[config.mk]
export PLATFORM = sky130hd
export DESIGN_NAME = pc_gen_flat
export DESIGN_NICKNAME = d
export VERILOG_FILES = /design/src/rtl/pc_gen_if.sv /design/src/rtl/pc_gen.sv /design/src/flat_wrapper.sv
export SDC_FILE = /design/constraint.sdc
export NUM_CORES = 1
export LEC_CHECK = 0
export CAP_MARGIN = 20
export CORE_UTILIZATION = 31
export CTS_CLUSTER_SIZE = 20
export DETAILED_ROUTE_END_ITERATION = 16
export SYNTH_ARGS = -nofsm -noshare
export SYNTH_HDL_FRONTEND = slang
export SYNTH_SLANG_ARGS = --single-unit
export TNS_END_PERCENT = 1
[constraint.sdc]
create_clock -name clk -period 2.78 [get_ports clk]
set_clock_uncertainty 0.2 [all_clocks]
set_input_delay 0.278 -clock clk [delete_from_list [all_inputs] [get_ports clk]]
set_output_delay 0.278 -clock clk [all_outputs]
set_load 0.01 [all_outputs]
[src/rtl/pc_gen_if.sv]
// Fetch PC bus between pc_gen (master) and the fetch stage (slave).
// PC_MISALIGN_TRAP_EN adds the misalign_err signal.
interface pc_gen_if #(
    parameter int XLEN         = 32,
    parameter int FETCH_BYTES  = 4,
    parameter int NUM_REDIRECT = 2
);
    logic                         pc_ready;
    logic [NUM_REDIRECT-1:0]      redirect_valid;
    logic [NUM_REDIRECT*XLEN-1:0] redirect_pc;
    logic                         halt_req;
    logic [XLEN-1:0]              pc;
    logic                         pc_valid;
    logic [FETCH_BYTES/4-1:0]     slot_mask;
    logic [NUM_REDIRECT-1:0]      redirect_ack;
    logic                         halted;
`ifdef PC_MISALIGN_TRAP_EN
    logic                         misalign_err;

    modport master (
        input  pc_ready, redirect_valid, redirect_pc, halt_req,
        output pc, pc_valid, slot_mask, redirect_ack, halted, misalign_err
    );
    modport slave (
        output pc_ready, redirect_valid, redirect_pc, halt_req,
        input  pc, pc_valid, slot_mask, redirect_ack, halted, misalign_err
    );
`else
    modport master (
        input  pc_ready, redirect_valid, redirect_pc, halt_req,
        output pc, pc_valid, slot_mask, redirect_ack, halted
    );
    modport slave (
        output pc_ready, redirect_valid, redirect_pc, halt_req,
        input  pc, pc_valid, slot_mask, redirect_ack, halted
    );
`endif
endinterface

[src/rtl/pc_gen.sv]
// Fetch-group PC generator: boot delay, prioritised redirects, halt/resume.
// Optional PC_MISALIGN_TRAP_EN: redirect targets with bit 1 set go to TRAP_ADDR.
`ifndef RESET_ADDR
`define RESET_ADDR 32'h8000_0000
`endif

module pc_gen #(
    parameter int              XLEN         = 32,
    parameter logic [XLEN-1:0] RESET_ADDR   = `RESET_ADDR,
    parameter int              FETCH_BYTES  = 4,
    parameter int              NUM_REDIRECT = 2,
    parameter int              BOOT_DELAY   = 4,
    parameter logic [XLEN-1:0] TRAP_ADDR    = 32'h0000_0100
) (
    input  logic     clk,
    input  logic     reset,
    pc_gen_if.master bus
);
    localparam int              SLOTS    = FETCH_BYTES / 4;
    localparam int              CNT_W    = $clog2(BOOT_DELAY + 1);
    localparam logic [XLEN-1:0] GRP_MASK = XLEN'(FETCH_BYTES - 1);

    typedef enum logic [1:0] {BOOT, RUN, HALTED} state_t;

    state_t                  state_p0, state_nxt;
    logic [CNT_W-1:0]        cnt_p0;
    logic [XLEN-1:0]         pc_p0, pc_nxt, tgt, off;
    logic [NUM_REDIRECT-1:0] grant;
    logic                    redir;
`ifdef PC_MISALIGN_TRAP_EN
    logic                    mis_nxt, mis_p0;
`endif

    function automatic logic [XLEN-1:0] next_group(input logic [XLEN-1:0] a);
        return (a & ~GRP_MASK) + XLEN'(FETCH_BYTES);
    endfunction

    function automatic logic [XLEN-1:0] word_align(input logic [XLEN-1:0] a);
        return a & ~XLEN'(3);
    endfunction

    // Lowest index wins: scan high to low so the last hit overrides.
    always_comb begin
        grant = '0;
        tgt   = '0;
        for (int i = NUM_REDIRECT - 1; i >= 0; i--) begin
            if (bus.redirect_valid[i]) begin
                grant = NUM_REDIRECT'(1) << i;
                tgt   = bus.redirect_pc[i*XLEN +: XLEN];
            end
        end
        if (state_p0 == BOOT) grant = '0;
    end

    assign redir = |grant;

    always_comb begin
        pc_nxt = pc_p0;
`ifdef PC_MISALIGN_TRAP_EN
        mis_nxt = 1'b0;
`endif
        if (redir) begin
`ifdef PC_MISALIGN_TRAP_EN
            if (tgt[1]) begin
                pc_nxt  = TRAP_ADDR;
                mis_nxt = 1'b1;
            end else begin
                pc_nxt = word_align(tgt);
            end
`else
            pc_nxt = word_align(tgt);
`endif
        end else if (state_p0 == RUN && bus.pc_ready) begin
            pc_nxt = next_group(pc_p0);
        end
    end

    always_comb begin
        state_nxt = state_p0;
        case (state_p0)
            BOOT:    if (cnt_p0 == CNT_W'(BOOT_DELAY - 1)) state_nxt = RUN;
            RUN:     if (bus.halt_req) state_nxt = HALTED;
            HALTED:  if (!bus.halt_req) state_nxt = RUN;
            default: state_nxt = BOOT;
        endcase
    end

    // Stage p0: architectural state
    always_ff @(posedge clk) begin
        if (reset) begin
            state_p0 <= BOOT;
            cnt_p0   <= '0;
            pc_p0    <= RESET_ADDR;
`ifdef PC_MISALIGN_TRAP_EN
            mis_p0   <= 1'b0;
`endif
        end else begin
            state_p0 <= state_nxt;
            pc_p0    <= pc_nxt;
            if (state_p0 == BOOT) cnt_p0 <= cnt_p0 + 1'b1;
`ifdef PC_MISALIGN_TRAP_EN
            mis_p0   <= mis_nxt;
`endif
        end
    end

    always_comb begin
        bus.pc_valid  = (state_p0 == RUN);
        bus.halted    = (state_p0 == HALTED);
        off           = (pc_p0 & GRP_MASK) >> 2;
        bus.slot_mask = '0;
        for (int i = 0; i < SLOTS; i++)
            bus.slot_mask[i] = bus.pc_valid && (XLEN'(i) >= off);
    end

    assign bus.pc           = pc_p0;
    assign bus.redirect_ack = grant;
`ifdef PC_MISALIGN_TRAP_EN
    assign bus.misalign_err = mis_p0;
`endif

endmodule

[src/flat_wrapper.sv]
// flat-port wrapper written by rule: the top's interface ports become plain ports
module pc_gen_flat 
#(
    parameter int              XLEN         = 32,
    parameter logic [XLEN-1:0] RESET_ADDR   = `RESET_ADDR,
    parameter int              FETCH_BYTES  = 4,
    parameter int              NUM_REDIRECT = 2,
    parameter int              BOOT_DELAY   = 4,
    parameter logic [XLEN-1:0] TRAP_ADDR    = 32'h0000_0100
)
  (clk, reset, bus_pc_ready, bus_redirect_valid, bus_redirect_pc, bus_halt_req, bus_pc, bus_pc_valid, bus_slot_mask, bus_redirect_ack, bus_halted);
  pc_gen_if #(.XLEN(XLEN), .FETCH_BYTES(FETCH_BYTES), .NUM_REDIRECT(NUM_REDIRECT)) bus_i ();
  input  logic clk;
  input  logic reset;
  input wire logic [$bits(bus_i.pc_ready)-1:0] bus_pc_ready;
  input wire logic [$bits(bus_i.redirect_valid)-1:0] bus_redirect_valid;
  input wire logic [$bits(bus_i.redirect_pc)-1:0] bus_redirect_pc;
  input wire logic [$bits(bus_i.halt_req)-1:0] bus_halt_req;
  output wire logic [$bits(bus_i.pc)-1:0] bus_pc;
  output wire logic [$bits(bus_i.pc_valid)-1:0] bus_pc_valid;
  output wire logic [$bits(bus_i.slot_mask)-1:0] bus_slot_mask;
  output wire logic [$bits(bus_i.redirect_ack)-1:0] bus_redirect_ack;
  output wire logic [$bits(bus_i.halted)-1:0] bus_halted;
  assign bus_i.pc_ready = bus_pc_ready;
  assign bus_i.redirect_valid = bus_redirect_valid;
  assign bus_i.redirect_pc = bus_redirect_pc;
  assign bus_i.halt_req = bus_halt_req;
  assign bus_pc = bus_i.pc;
  assign bus_pc_valid = bus_i.pc_valid;
  assign bus_slot_mask = bus_i.slot_mask;
  assign bus_redirect_ack = bus_i.redirect_ack;
  assign bus_halted = bus_i.halted;
  pc_gen #(.XLEN(XLEN), .RESET_ADDR(RESET_ADDR), .FETCH_BYTES(FETCH_BYTES), .NUM_REDIRECT(NUM_REDIRECT), .BOOT_DELAY(BOOT_DELAY), .TRAP_ADDR(TRAP_ADDR)) u_core (.clk(clk), .reset(reset), .bus(bus_i));
endmodule
==> metrics.md, run 1 <==
| Metric | Value |
|---|---|
| Run status | finished, final reports clean |
| Final ANT Viol Nets | 0 |
| Synth Area in Compound Gates | 28.8% |
| Synth Area in Adders | 1.51% |
| Root buf cell | clkbuf_8 |
| Die width | 91.6 um |
| TNS Setup | 0 ns |
| Vias in the first global route | 2778 |
| First-pass GRT wire length | 14300 um |
| I/O Pins | 107 |
| Post-synthesis cell count | 310 |
| Achievable Freq | 0.410 GHz |
| H-tree lvl count | 2 |
| Synth top area share | ~28% |
| Crit Path Class | reg -> reg |
| CP Buf/Inv Count | 0 |
| Total GRT Usage | 21.6% |
| Met1 WL | 4050 um |
| Post-CTS sizing | 0 |
| Setup crit end kind | register |
| Max clock buf depth | 2 |
| Max_slew headroom | 66.5% |
| CP max-delay cell | nor4_4 |
| Sequential fraction of the synthesis area | between 20% and 30% |
| Routed len/inst | about 18 um |
| Worst slew pin tran | approximately 0.5 ns |
| Syn_area_per_cell | 8.03 um^2 |
| Die Span Y | 91.6 um |
| YS warnings | 0 |
| Post-synthesis mux area share | under 10% |
| Final Setup Violations | 0 |
| Initial antenna violation count | 0 |
| Post-Syn Area | about 2500 um^2 |
| Count of input and output buffers | 100 |
| Post-synth ARST share | 0% |
| Met2 wire length | 4260 um |
| WL final | between 8000 and 9000 um |
| Number of diodes | 0 |
| Leakage power | around 1.3 nW |
| Delay of the slowest cell on the worst path | 0.52 ns |
| Final Wtd Congestion | 0.838 |
| Maximum vdd drop | about 0.0002 V |
| Non-filler cells, final | ~510 |
| Clock-pin transition on the worst setup and hold timing paths | 0.08 ns |
| RSZ-0062 raised after global routing | false |
| Worst min path class | reg -> reg |
| Skew-Pair Late Insertion Delay | 0.30 ns |
| Crit path max fanout | 7 |
| Worst path required time | between 2 and 3 ns |
| DRC | 0 |
| Core box area | 7730 um^2 |
| CTS Hold Bufs | 0 |
| Cell family with most CP delay | simple AND/OR/NAND/NOR gates |
| Commonest register cell after synthesis | dfxtp_1 |
| Post-synthesis simple-gate area fraction | 28.7% |
| Final Max Tran Viols | 0 |
| Number of synthesized flops with an enable pin | 0 |
| Clock Sinks | 35 |
| Total of max-cap violations | 0 |
| Synth area leaders | dfxtp_1 28%, a21oi_1 5.4%, a22oi_1 3.9% |
| Top layer in use | met4 |
| Worst-path cell chain | ha_1 -> nand4_2 -> nor4_4 -> nand4_1 -> xor2_1 -> a211oi_2 |
| Power per cell area | 530 nW/um^2 |
| Area grow syn2layout | 49.5% |
| Synth area leader | dfxtp_1 |
| Grt ovf | 0 |
| Main combinational cell family by area after synthesis | compound AO/OA/AOI/OAI gates |
| Met3 WL post-DR | approximately 600 um |
| Tmin final | around 2.4 ns |
| Via count | 2859 |
| Worst setup SP type | register |
| Layout Nets | 479 |
| Row count | 32 |
| Post-synthesis xor/xnor area fraction | 4.58% |
| Drt via density | 5.62 |
| Drt first pass iters | 4 |
| Post-route setup slack | approximately 0.34 ns |
| Synthesized flop and latch total | 35 |
| Filler cells | 771 |
| Final period utilization | 87.7% |
| Die area | ~8400 um^2 |
| CTS tree | yes |
| Starting Density | 32.2% |
| Fraction of layout cells with a size suffix above 1 | 9.83% |
| Endpoints failing hold | 0 |
| Sequential cell area | 701 um^2 |
| Tot Pwr | about 2 mW |
| Largest net degree at the start of global routing | 29 |
| Placed Cells incl. Taps | roughly 500 |
| Pre-CTS setup slack | 0.296 ns |
| Count of cell types in the netlist | between 50 and 60 |
| DP HPWL | 6540 um |
| Crit path arrival time | 2.46 ns |
| Num CTS Buffers | 5 |
| Iter 0 DRT Violations | between 150 and 200 |
| Post-CTS Repair Setup Buffers | 0 |
| Multi-input gate area | 1640 um^2 |
-- tightest hold or removal path, delay by kind of cell (launching register included) --
kind / cells / cell delay [ns]
AO/OA/AOI/OAI: 1 / 0.05
flip-flops: 1 / 0.32
AND/OR/NAND/NOR: 1 / 0.05
-- cell usage after synthesis, types with 10 or more instances --
cell / n
a221oi_1: 10
buf_2: 12
nand3_1: 13
dfxtp_1: 35
clkbuf_1: 10
nand2_1: 21
a22oi_1: 13
nor3_1: 14
nor2_1: 21
nand4_1: 10
o22ai_1: 13
a21oi_1: 27
-- power by group --
group | internal [mW] | leakage (nW) | switching (mW)
Sequential | 0.582 | 0.284 | 0.107
Combinational | 0.391 | 0.938 | 0.390
Clock | 0.291 | 0.0612 | 0.210
-- metrics by stage --
stage	cell area [um^2]	hold slack (ns)	utilization (%)
2_1_floorplan	2490	0.226	-
3_3_place_gp	3600	0.247	46.6
3_5_place_dp	3600	0.258	46.6
4_1_cts	3720	0.268	48.1
5_1_grt	3720	0.292	48.1
6_report	3720	0.272	48.1
-- flip-flops by register name, summed over array words and instances (netlist names) --
signal	flops
u_core.state_p0	2
u_core.bus.pc	30
u_core.cnt_p0	3
-- area by class of cell --
type | count | area share (%)
well taps | 102 | 3.43
multi-input cells | 243 | 44.0
inverters | 6 | 0.605
flip-flops and latches | 35 | 18.8
repair buffers | 115 | 29.9
clock inverters | 2 | 0.942
clock buffers | 6 | 2.22
-- path summary, 6_finish.rpt --
check,slack [ns],start,endpoint,cells past startpoint
min reg2reg,0.27,u_core.cnt_p0[1]$_SDFFE_PP0N_,u_core.cnt_p0[1]$_SDFFE_PP0N_,2
min,0.27,u_core.cnt_p0[1]$_SDFFE_PP0N_,u_core.cnt_p0[1]$_SDFFE_PP0N_,2
max reg2reg,0.34,u_core.bus.pc[2]$_SDFFE_PP0P_,u_core.bus.pc[22]$_SDFFE_PP0P_,6
max,0.34,u_core.bus.pc[2]$_SDFFE_PP0P_,u_core.bus.pc[22]$_SDFFE_PP0P_,6
-- layout by cell type, fill, tap and decap left out, types with 10 or more instances in the layout --
| master | instances |
|---|---|
| a22oi_1 | 13 |
| nand4_1 | 10 |
| nand2_1 | 21 |
| o22ai_1 | 13 |
| buf_4 | 15 |
| clkdlybuf4s50_1 | 100 |
| nand3_1 | 13 |
| nor3_1 | 14 |
| dfxtp_1 | 35 |
| a221oi_1 | 10 |
| nor2_1 | 21 |
| a21oi_1 | 27 |
-- cells by family (layout without fill, tap and decap cells) --
kind of cell	after synthesis	in the layout
AO/OA/AOI/OAI	103	103
AND/OR/NAND/NOR	117	117
multiplexers	5	5
flip-flops	35	35
buffers and inverters	33	129
other	1	2
adder cells (fa/ha/maj)	3	3
XOR/XNOR	13	13
-- metal layers --
layer / vias up / track usage [%]
met1: 1367 / 28.7
met2: 109 / 36.2
met3: 8 / 3.77
li1: 1375 / -
met5: - / 0
met4: 0 / 5.16
Note: power is estimated with default switching activity, not from simulation.
==> run 2: changes to the inputs <==
--- a/config.mk
+++ b/config.mk
@@ -5,10 +5,12 @@
 export SDC_FILE = /design/constraint.sdc
 export NUM_CORES = 1
 export LEC_CHECK = 0
-export CAP_MARGIN = 20
+export CAP_MARGIN = 40
+export CORE_MARGIN = 3
 export CORE_UTILIZATION = 31
 export CTS_CLUSTER_SIZE = 20
 export DETAILED_ROUTE_END_ITERATION = 16
+export PLACE_DENSITY_LB_ADDON = 0.2
 export SYNTH_ARGS = -nofsm -noshare
 export SYNTH_HDL_FRONTEND = slang
 export SYNTH_SLANG_ARGS = --single-unit
==> metrics.md, run 2 (synthesized netlist as in run 1, its figures left out) <==
| Metric | Value |
|---|---|
| Total GRT Usage | 19.9% (-1.7 points) |
| Run status | finished, final reports clean |
| Tot Pwr | 1.86 mW (-5.8%) |
| Iter 0 DRT Violations | 142 (-24%) |
| Crit path max fanout | 13 (+6) |
| Post-CTS sizing | 0 (unchanged) |
| Worst min path class | reg -> reg |
| Number of diodes | 0 (unchanged) |
| WL final | 8970 um (-0.24%) |
| Crit Path Class | in -> out |
| Vias in the first global route | 2817 (+1.4%) |
| Drt first pass iters | 4 (unchanged) |
| Final ANT Viol Nets | 0 (unchanged) |
| Setup crit end kind | primary output |
| Tmin final | 2.43 ns (-0.0137 ns) |
| Final Setup Violations | 0 (unchanged) |
| Clock-pin transition on the worst setup and hold timing paths | 0.08 ns (about the same) |
| Area grow syn2layout | 47.7% |
| Die width | 95.6 um (+4.4%) |
| Max_slew headroom | 62.5% (-4.0 points) |
| RSZ-0062 raised after global routing | false |
| Crit path arrival time | 1.95 ns (-0.51 ns) |
| Achievable Freq | 0.412 GHz (+0.56%) |
| CTS tree | yes |
| Met3 GRT Util | 4.03% (+0.26 points) |
| Leakage power | 1.26 nW (-1.9%) |
| Commonest non-fill, non-tap cell in the layout | clkdlybuf4s50_1 |
| Row count | 32 (unchanged) |
| Skew-Pair Late Insertion Delay | 0.29 ns (about the same) |
| Via count | 2812 (-1.6%) |
| Worst path required time | 2.30 ns (-0.51 ns) |
| DRC | 0 (unchanged) |
| Count of input and output buffers | 100 (unchanged) |
| Commonest non-fill, non-tap cells in the layout | 100 x clkdlybuf4s50_1, 35 x dfxtp_1, 27 x a21oi_1 |
| Total of max-cap violations | 0 (unchanged) |
| CTS Hold Bufs | 0 (unchanged) |
| Die Span Y | 95.6 um (+4.4%) |
| Final period utilization | 87.2% (-0.49 points) |
| First-pass GRT wire length | 14200 um (-0.58%) |
| Routed len/inst | 17.7 um (+0.35%) |
| Num CTS Buffers | 5 (unchanged) |
| Power per cell area | 505 nW/um^2 (-4.6%) |
| Drt via density | 5.56 (-1.1%) |
| Final Max Tran Viols | 0 (unchanged) |
| Layout Nets | 477 (-0.42%) |
| Met1 usage | 26.5% (-2.2 points) |
| Starting Density | 32.0% (-0.17 points) |
| DP HPWL | 6720 um (+2.7%) |
| Core box area | 7770 um^2 (+0.52%) |
| Root buf cell | clkbuf_8 |
| Largest net degree at the start of global routing | 29 (unchanged) |
| Die area | 9140 um^2 (+8.9%) |
| Worst setup SP type | primary input |
| Endpoints failing hold | 0 (unchanged) |
| Grt ovf | 0 (unchanged) |
| H-tree lvl count | 2 (unchanged) |
| Final Wtd Congestion | 0.907 (+8.3%) |
| Fraction of layout cells with a size suffix above 1 | 9.16% (-0.67 points) |
| Initial antenna violation count | 0 (unchanged) |
| Max clock buf depth | 2 (unchanged) |
| Most Crowded Layer GR | met2 |
| Clock Sinks | 35 (unchanged) |
| Worst slew pin tran | 0.558 ns (+0.0566 ns) |
| TNS Setup | 0 ns (unchanged) |
| Post-CTS Repair Setup Buffers | 0 (unchanged) |
| Maximum vdd drop | 0.000194 V (-3.0%) |
| I/O Pins | 107 (unchanged) |
| Max reg flops | 30 (unchanged) |
| Grt met2 use | 33.4% (-2.9 points) |
## run 2: cell types whose count changed in the layout (fill, tap and decap cells not counted), sizes merged
cell / before / now
bufinv: 1 / 0
buf: 15 / 13
## run 2: cell type report
| type | instances | area, um^2 |
|---|---|---|
| clock inverter | 1 | 5.00 |
| tap | 102 | 128 |
| sequential | 35 | 701 |
| fill | 788 | 4090 |
| timing repair buffer | 113 | 1100 |
| clock buffer | 6 | 82.6 |
| inverter | 6 | 22.5 |
| multi-input combinational | 243 | 1640 |
## run 2: final timing paths
kind | start | to | slack (ns) | depth (start not counted)
setup / recovery | bus_redirect_valid[0] | bus_redirect_ack[0] | 0.35 | 4
hold / removal | u_core.cnt_p0[1]$_SDFFE_PP0N_ | u_core.cnt_p0[1]$_SDFFE_PP0N_ | 0.26 | 2
setup reg to reg | u_core.state_p0[0]$_SDFFE_PP0P_ | u_core.bus.pc[13]$_SDFFE_PP0P_ | 0.47 | 5
hold reg to reg | u_core.cnt_p0[1]$_SDFFE_PP0N_ | u_core.cnt_p0[1]$_SDFFE_PP0N_ | 0.26 | 2
## run 2: layer usage
layer | routed length [um] | vias to the layer above
met4 | 68 | 0
met5 | 0 | -
met2 | 4230 | 114
li1 | - | 1370
met3 | 857 | 6
met1 | 3810 | 1322
## run 2: worst max-delay path: stages
cell and delay, ns:
clkdlybuf4s50_1 0.79, inv_1 0.13, nor2_1 0.18, clkdlybuf4s50_1 0.56
## run 2: metrics by stage
stage                     std cells  setup slack (ns)  hold slack (ns)  utilization (%)  area, um^2
after CTS                       506             0.343            0.266             47.3        3670
final                           506             0.355            0.264             47.3        3670
after global routing            506             0.244            0.300             47.3        3670
after detailed placement        499             0.362            0.256             46.2        3590
after global placement          499             0.345            0.247             46.2        3590
after floorplan                 311             0.752            0.226                -        2490
## run 2: power by group
group          internal, mW  leakage (nW)  switching, mW
combinational         0.388         0.928          0.399
sequential            0.582         0.284         0.0998
clock                 0.195        0.0470          0.193
total                  1.16          1.26          0.692
==> run 3: changes to the inputs <==
--- a/config.mk
+++ b/config.mk
@@ -8,6 +8,7 @@
 export CAP_MARGIN = 40
 export CORE_MARGIN = 3
 export CORE_UTILIZATION = 31
+export CTS_CLUSTER_DIAMETER = 80
 export CTS_CLUSTER_SIZE = 20
 export DETAILED_ROUTE_END_ITERATION = 16
 export PLACE_DENSITY_LB_ADDON = 0.2
==> results of run 3 <==
The final DEF is identical to that of run 2; final timing and power are the same.
